===== src/rtl/control_unit_pkg.sv =====
// Shared types and constants for the ultrasonic control unit.
package control_unit_pkg;

  localparam int unsigned DATA_W    = 25;
  localparam int unsigned ADDR_W    = 7;
  localparam int unsigned DAC_W     = 12;
  localparam int unsigned AMT_W     = 8;
  localparam int unsigned MEM_DEPTH = 1 << ADDR_W;
  localparam int unsigned DAC_SHIFT = 4;

  localparam logic [DAC_W-1:0] DAC_MAX = 12'hFFF;

  typedef enum logic {
    OFF    = 1'b0,
    ACTIVE = 1'b1
  } state_e;

  // DAC increment for a given step amount.
  function automatic logic [DAC_W-1:0] dac_step(input logic [AMT_W-1:0] amt);
    return DAC_W'(amt) << DAC_SHIFT;
  endfunction

endpackage


===== src/rtl/control_unit_mem.sv =====
// Capture memory: 128 x 25 simple dual port, synchronous write, registered read.
// Ports:
//   clk, rst_n           clock, async active-low reset (read register only)
//   wr_en/wr_addr/wr_data write port
//   rd_en/rd_addr        read strobe and address
//   rd_data              registered read data, holds when rd_en=0
module control_unit_mem
  import control_unit_pkg::*;
(
  input  logic              clk,
  input  logic              rst_n,
  input  logic              wr_en,
  input  logic [ADDR_W-1:0] wr_addr,
  input  logic [DATA_W-1:0] wr_data,
  input  logic              rd_en,
  input  logic [ADDR_W-1:0] rd_addr,
  output logic [DATA_W-1:0] rd_data
);

  logic [DATA_W-1:0] mem_q [MEM_DEPTH];
  logic [DATA_W-1:0] rd_data_d;
  logic [DATA_W-1:0] rd_data_q;

  // Storage array is not reset; a same-address read sees the old word.
  always_ff @(posedge clk) begin
    if (wr_en) begin
      mem_q[wr_addr] <= wr_data;
    end
  end

  // Read register holds its value between strobes.
  always_comb begin
    rd_data_d = rd_data_q;
    if (rd_en) begin
      rd_data_d = mem_q[rd_addr];
    end
  end

  always_ff @(posedge clk or negedge rst_n) begin
    if (!rst_n) begin
      rd_data_q <= '0;
    end else begin
      rd_data_q <= rd_data_d;
    end
  end

  assign rd_data = rd_data_q;

endmodule


===== src/rtl/control_unit.sv =====
// Ultrasonic submodule controller: on/off FSM, DAC power stepping, buffer
// send enable and sample capture into a memory readable from the AXI side.
// Ports:
//   clk, rst_n                       clock, async active-low reset
//   ValidSignal                      qualifies every command/strobe
//   onSignal, offSignal              enable/disable (off wins)
//   sendEnable, rec_en               transmit / receive mode
//   increaseSignal, decreaseSignal   DAC step up/down on rising edge
//   AmountSignal                     step amount (scaled by 16)
//   buf_in                           sample to capture
//   rd_en, read_add                  AXI readback strobe/address
//   send_enB, sending, no_order      registered status outputs
//   outputDAC                        DAC power code
//   read_data                        AXI read data
module control_unit
  import control_unit_pkg::*;
(
  input  logic              clk,
  input  logic              rst_n,
  input  logic              ValidSignal,
  input  logic              onSignal,
  input  logic              offSignal,
  input  logic              sendEnable,
  input  logic              rec_en,
  input  logic              increaseSignal,
  input  logic              decreaseSignal,
  input  logic [AMT_W-1:0]  AmountSignal,
  input  logic [DATA_W-1:0] buf_in,
  input  logic              rd_en,
  input  logic [ADDR_W-1:0] read_add,
  output logic              send_enB,
  output logic              sending,
  output logic              no_order,
  output logic [DAC_W-1:0]  outputDAC,
  output logic [DATA_W-1:0] read_data
);

  state_e            state_d, state_q;
  logic [DAC_W-1:0]  dac_d, dac_q;
  logic              inc_d, inc_q;
  logic              dec_d, dec_q;
  logic [ADDR_W-1:0] wr_ptr_d, wr_ptr_q;
  logic              send_en_d, send_en_q;
  logic              sending_d, sending_q;
  logic              no_order_d, no_order_q;

  logic              inc_edge_c;
  logic              dec_edge_c;
  logic              wr_en_c;
  logic [DAC_W-1:0]  step_c;
  logic [DAC_W:0]    sum_c;
  logic [DAC_W-1:0]  dac_add_c;
  logic [DAC_W-1:0]  dac_sub_c;

  // Saturating DAC arithmetic.
  always_comb begin
    step_c    = dac_step(AmountSignal);
    sum_c     = {1'b0, dac_q} + {1'b0, step_c};
    dac_add_c = sum_c[DAC_W] ? DAC_MAX : sum_c[DAC_W-1:0];
    dac_sub_c = (step_c > dac_q) ? '0 : (dac_q - step_c);
  end

  // Next-state, DAC, capture and status logic.
  always_comb begin
    state_d    = state_q;
    dac_d      = dac_q;
    inc_d      = increaseSignal;
    dec_d      = decreaseSignal;
    wr_ptr_d   = wr_ptr_q;
    inc_edge_c = increaseSignal & ~inc_q;
    dec_edge_c = decreaseSignal & ~dec_q;
    wr_en_c    = (state_q == ACTIVE) & rec_en & ValidSignal;

    // Coincident up and down edges cancel.
    if ((state_q == ACTIVE) && ValidSignal) begin
      if (inc_edge_c && !dec_edge_c) begin
        dac_d = dac_add_c;
      end else if (dec_edge_c && !inc_edge_c) begin
        dac_d = dac_sub_c;
      end
    end

    if (ValidSignal && offSignal) begin
      state_d = OFF;
      dac_d   = '0;
    end else if (ValidSignal && onSignal) begin
      state_d = ACTIVE;
    end

    if (wr_en_c) begin
      wr_ptr_d = wr_ptr_q + ADDR_W'(1);
    end

    send_en_d  = (state_q == ACTIVE) & sendEnable;
    sending_d  = wr_en_c;
    no_order_d = ~(ValidSignal & (onSignal | offSignal | increaseSignal | decreaseSignal));
  end

  always_ff @(posedge clk or negedge rst_n) begin
    if (!rst_n) begin
      state_q    <= OFF;
      dac_q      <= '0;
      inc_q      <= 1'b0;
      dec_q      <= 1'b0;
      wr_ptr_q   <= '0;
      send_en_q  <= 1'b0;
      sending_q  <= 1'b0;
      no_order_q <= 1'b1;
    end else begin
      state_q    <= state_d;
      dac_q      <= dac_d;
      inc_q      <= inc_d;
      dec_q      <= dec_d;
      wr_ptr_q   <= wr_ptr_d;
      send_en_q  <= send_en_d;
      sending_q  <= sending_d;
      no_order_q <= no_order_d;
    end
  end

  control_unit_mem u_mem (
    .clk     (clk),
    .rst_n   (rst_n),
    .wr_en   (wr_en_c),
    .wr_addr (wr_ptr_q),
    .wr_data (buf_in),
    .rd_en   (rd_en),
    .rd_addr (read_add),
    .rd_data (read_data)
  );

  assign send_enB  = send_en_q;
  assign sending   = sending_q;
  assign no_order  = no_order_q;
  assign outputDAC = dac_q;

endmodule


===== config.mk =====
export PLATFORM = sky130hd
export DESIGN_NAME = control_unit
export DESIGN_NICKNAME = d
export VERILOG_FILES = /design/src/rtl/control_unit_pkg.sv /design/src/rtl/control_unit_mem.sv /design/src/rtl/control_unit.sv
export SDC_FILE = /design/constraint.sdc
export NUM_CORES = 2
export LEC_CHECK = 0
export CORE_UTILIZATION = 30
export CTS_BUF_LIST = sky130_fd_sc_hd__clkbuf_2 sky130_fd_sc_hd__clkbuf_4 sky130_fd_sc_hd__clkbuf_8
export DETAILED_ROUTE_END_ITERATION = 6
export DONT_BUFFER_PORTS = 1
export PLACE_DENSITY = 0.51
export SKIP_CTS_REPAIR_TIMING = 1
export SYNTH_ARGS = -nofsm -noshare
export SYNTH_HDL_FRONTEND = slang
export SYNTH_SLANG_ARGS = --single-unit

===== constraint.sdc =====
create_clock -name clk -period 6.6 [get_ports clk]
set_input_delay 0.33 -clock clk [delete_from_list [all_inputs] [get_ports clk]]
set_output_delay 0.33 -clock clk [all_outputs]
set_load 0.1 [all_outputs]

After elaboration in Yosys (flattened, before gate mapping) --
Memories as Yosys holds them, arrays and structs flattened. A register that Yosys moved wholly into a read port is not among the register bits. Index checks and enable logic that the tools add are counted.
Storage, ports and cells: register bits 25, memory bits (writable) 3200, logic and storage cells 47, memories 1
Memory list:
- u_mem.mem_q | depth 128, width 25, rd ports 1, clocked after Yosys merged registers in 1, write ports 1, line control_unit_mem.sv:20 | logic [DATA_W-1:0] mem_q [MEM_DEPTH];
Operators by class: add/sub/neg operators 3, $lt $le $gt $ge 1, muxes and demuxes 10, bitwise logic cells 12, reduce and logical (&&, ||, !) cells 12
Operators with widths (number):
- 2-to-1 mux 12 bit | 6
- adder 12 x 12 -> 13 bit | 1
- greater-than comparator 12 bit | 1
- subtractor 12 bit | 1
- adder 7 x 1 -> 7 bit, second input constant | 1
- AND 1 bit | 6
- logical AND 1 bit | 5
- 2-to-1 mux 1 bit | 4
- nonzero test 2 bit | 2
- zero test 1 bit | 3
- NOT 1 bit | 3
- bitwise OR 1 bit | 3
- nonzero test 3 bit | 1
- AND reduction 2 bit | 1

Logic depth before layout (Yosys ltp) --
depth after elaboration 8, mapped depth 12, mapped depth without buffers 11

By module --
Synthesis repeated with hierarchy kept, for this count alone.
Unflattened totals: cell total of the unflattened synthesis 6406, area total of the unflattened synthesis 126438.8 um^2
Modules (own cells, without submodules):
- control_unit_mem | instances 1, cells an instance 6227, area each 124753.4 um^2
- control_unit | instances 1, cells an instance 179, area each 1685.4 um^2

Worst setup path after synthesis --
No wires, ideal clock.
path type register to register, start reg state_q, end mem u_mem.mem_q[80][0] (enable), library setup time 470 ps, arrival 3605 ps, setup slack 2525 ps, cell stages (with the launch flop) 6, buffers on the path 0, clock period less this slack 4075 ps, cell sequence dfrtp_1 > nand2_1 > nor2_1 > and2_1 > nand2_1 > nor4_1
Between the ends: cells in the longest elaborated chain, start to end 4
Ends and longest elaborated chain:
- from (decl) | line control_unit.sv:38 | state_e state_d, state_q;
- from (signal assigned) | line control_unit.sv:110 | state_q <= state_d;
- AND 1 bit (2 in a row) | line control_unit.sv:72 | wr_en_c = (state_q == ACTIVE) & rec_en & ValidSignal;
- via sending_d | line control_unit.sv:44 | logic sending_d, sending_q;
- 2-to-1 mux 1 bit | line control_unit_mem.sv:26 | if (wr_en) begin
- 2-to-1 mux 1 bit (implied by the code) | line control_unit_mem.sv:27 | mem_q[wr_addr] <= wr_data;
- to (decl) | line control_unit_mem.sv:20
The timed path passes the listed nets, and every way through them passes these cells.

==> run summary <==
Max-slew violation count - 9
CTS tree - built
CTS clk-pin slew, worst paths - 0.06 ns
Worst Tran Pin Value - 1.64 ns
Placed wire-length estimate - 202,000 microns
Crit-path max FO - 174
RSZ-0062 raised after global routing - false
Most used cell along the critical path - buf_16
Routed vias/inst - 5.17
Synth-to-Final Area Change - 15.3%
Min-Delay Path Depth - 3
Max Cap Viol - 2
Setup-failing EPs final - 0
Fillers - 38,500
Max VDD drop - 0.236 mV
R2R depth - 13
GRT Util Overall - 17.4%
Via Count - 62,500
Worst-Skew Late Latency - 1.18 ns
Antenna violations before repair - 45
Most frequent cells in the layout - edfxtp_1, mux4_2, clkbuf_8
Max Clock Skew - 0.0695 ns
Clk root buf - clkbuf_8
Final Util - 34.7%
Fin Hold WS - -0.0396 ns
Post-synthesis sequential area ratio - 77.5%
Synth cell types - 74
Post-synth EDFFs - 3,200
Area of the core - 0.417 sq mm
Tcrit/Tclk final - 93.2%
IO Count - 90
CP Cell Sequence - buf_16, buf_16, buf_16, buf_16, buf_16, mux4_2, mux2i_1, o21ai_0, nor3_1, o211ai_1
Hold Path Class - input port to register
CTS buffer count - 554
Crit path from - read_add[1]
Warnings, synthesis - 0
FP Rows - 237
Crit-path max cell delay - 1.24 ns
Status - complete, but fails checks
Leakage - 44.9 nW
Failing checks - hold timing, capacitance limit, slew limit
Reg-to-reg startpoint - outputDAC[4]
DR iter-0 viols - 8,350
Hold path start - read_add[2]
PnR worst setup slack - 0.451 ns
Worst Hold Path EP - u_mem.rd_data[15]
Fraction of layout cells with a size suffix above 1 - 30.0%
Drt drc - 0
Synth async-reset ratio - 1.45%
IO buf count - 0
WL final - 382,000 microns
Switch Pwr - 10.2 mW
Fin area - 0.145 sq mm
Worst setup path class - input port to register
First-pass iteration count of the detailed router - 5
Net Sw Frac - 23.7%
CP max stage cell - nor3_1
Total negative slack - 0 ns
Initial Util - 30.1%
Clock share of power - 40.9%
Largest net degree at the start of global routing - 748
Longest Clk Path Bufs - 4
Worst setup SP type - input port
Combinational power share - 6.2%
Placed standard-cell area - 0.133 sq mm
Place WS - 1.81 ns
Post-synth top flop - edfxtp_1
Routed len/inst - 31.6 microns
Post-Syn Area - 0.126 sq mm
CP arrival - 7.08 ns
Net count after synthesis - 5,745
Reg power frac - 52.9%
Final hold violations - 1
Nets - 6,255
CTS Sinks - 3,247
P_int - 33.0 mW
Cell count after synthesis - 5,675
Height of the die - 649 microns
Tmin final - 6.15 ns
DIE AREA - 0.421 sq mm
Worst r2r dst - outputDAC[2]
Slew margin rel. - -10.0%
Gpl congestion - 0.788
GR Overflow Total - 0
Most common library cell in the layout ignoring fill and taps - edfxtp_1
First-pass GRT wire length - 517,000 microns
Number of global-route vias before repair - 62,900
Crit path buffers/inverters - 5
Synth Register Bits - 3,247
Die width - 649 microns
R2R Setup Slk - 2.37 ns
Kind of end point of the critical path - register
Power density cells - 299 mW/mm^2
Final ANT Viol Nets - 0
Htree depth - 6
Syn avg cell area - 22.1 sq um
Fmax achieved - 163 MHz
Crit-path leading delay family - buffers and inverters
Critical path required time - 7.53 ns
-- synthesized netlist by cell type (8+ instances only) --
library cell     n  area, sq um
mux4_2         746        16800
nor4_1          11         68.8
o21ai_0         69          345
mux4_1          14          368
a31oi_1         12         75.1
buf_6           37          417
a21oi_1         85          425
o31ai_1          8         60.1
ha_1            18          225
inv_1           20         75.1
nand3_1         36          180
nor3_1          24          120
buf_1           13         48.8
o211ai_1        30          225
clkbuf_1        82          308
dfrtp_1         46         1150
edfxtp_1      3200        96100
or3_1           11         68.8
buf_8           10          150
nor2b_1         44          275
mux2i_1        272         2720
nor2_1         222          833
buf_4           71          533
or2_2            8         50.1
o221ai_1        35          307
mux2_2          26          293
buf_2           95          475
a211oi_1        46          345
a2111oi_0        9         78.8
a221oi_1        21          184
and2_1          10         62.6
o22ai_1         98          613
nand2_1        109          409
nand2b_1        20          125
a22oi_1         28          210
-- kinds of logic (layout without fill, tap and decap cells) --
kind of cell | Yosys count | count (layout) | synth area share [%]
compound gates | 490 | 490 | 2.62
xor+xnor | 8 | 8 | 0.0558
fa+ha+maj | 20 | 20 | 0.211
buf+inv | 334 | 1227 | 1.67
flops | 3247 | 3247 | 77.5
mux | 1058 | 1058 | 16.1
other cells | 0 | 19 | 0
simple gates | 518 | 518 | 1.88
-- worst max-delay path by stage --
stage	endpoint	slack, ns	depth (start not counted)
after floorplan	u_mem.mem_q[80][0]	2.52	5
after global placement	u_mem.rd_data[8]	1.48	9
after detailed placement	u_mem.rd_data[2]	1.81	8
after CTS	u_mem.mem_q[44][20]	2.84	6
after global routing	u_mem.rd_data[3]	0.44	10
final	u_mem.rd_data[3]	0.45	10
-- per-layer routing --
layer	vias up	share of wire, %	GRT usage (%)
li1	25100	-	-
met1	34000	41	23.4
met2	2794	48	28.3
met3	525	7.9	3.49
met4	12	3.0	5.42
met5	-	0.022	0
-- power groups by stage --
stage	sequential [mW]	clock, mW	combinational (mW)
finish	22.9	17.7	2.66
global route	22.9	18.9	2.76
CTS	22.8	18.0	2.02
detailed placement	23.3	0	2.01
global placement	23.3	0	2.01
floorplan	23.4	0	1.20
-- flip-flops by register name (all words and copies together), names as in the netlist, 7 cells and up --
name	cells
u_mem.rd_data	25
outputDAC	9
u_mem.mem_q	3200
wr_ptr_q	7
-- area by class of cell --
class	instances	area, sq um	area share [%]
diodes	19	47.5	0.0329
clock buffers	748	9130	6.30
well taps	5497	6880	4.75
multi-input cells	2094	26900	18.6
flip-flops and latches	3247	97300	67.2
inverters	22	87.6	0.0605
clock inverters	191	1410	0.975
repair buffers	266	2960	2.05
-- metrics by stage --
stage / power [mW] / cells
floorplan: 24.6 / 5675
global placement: 25.3 / 11000
detailed placement: 25.3 / 11000
CTS: 42.9 / 12000
global route: 44.5 / 12100
finish: 43.2 / 12100
-- worst register-to-register path, stage by stage (launching register included) --
cell	delay, ns
dfrtp_1	0.75
inv_1	0.25
ha_1	0.23
inv_1	0.07
fa_1	0.41
a21o_1	0.18
a21oi_1	0.26
o21bai_1	0.12
a21oi_1	0.29
o21ai_0	0.22
a21oi_1	0.18
dlygate4sd3_1	0.57
nor2_1	0.05
dlygate4sd3_1	0.56
Note: power is estimated with default switching activity, not from simulation.
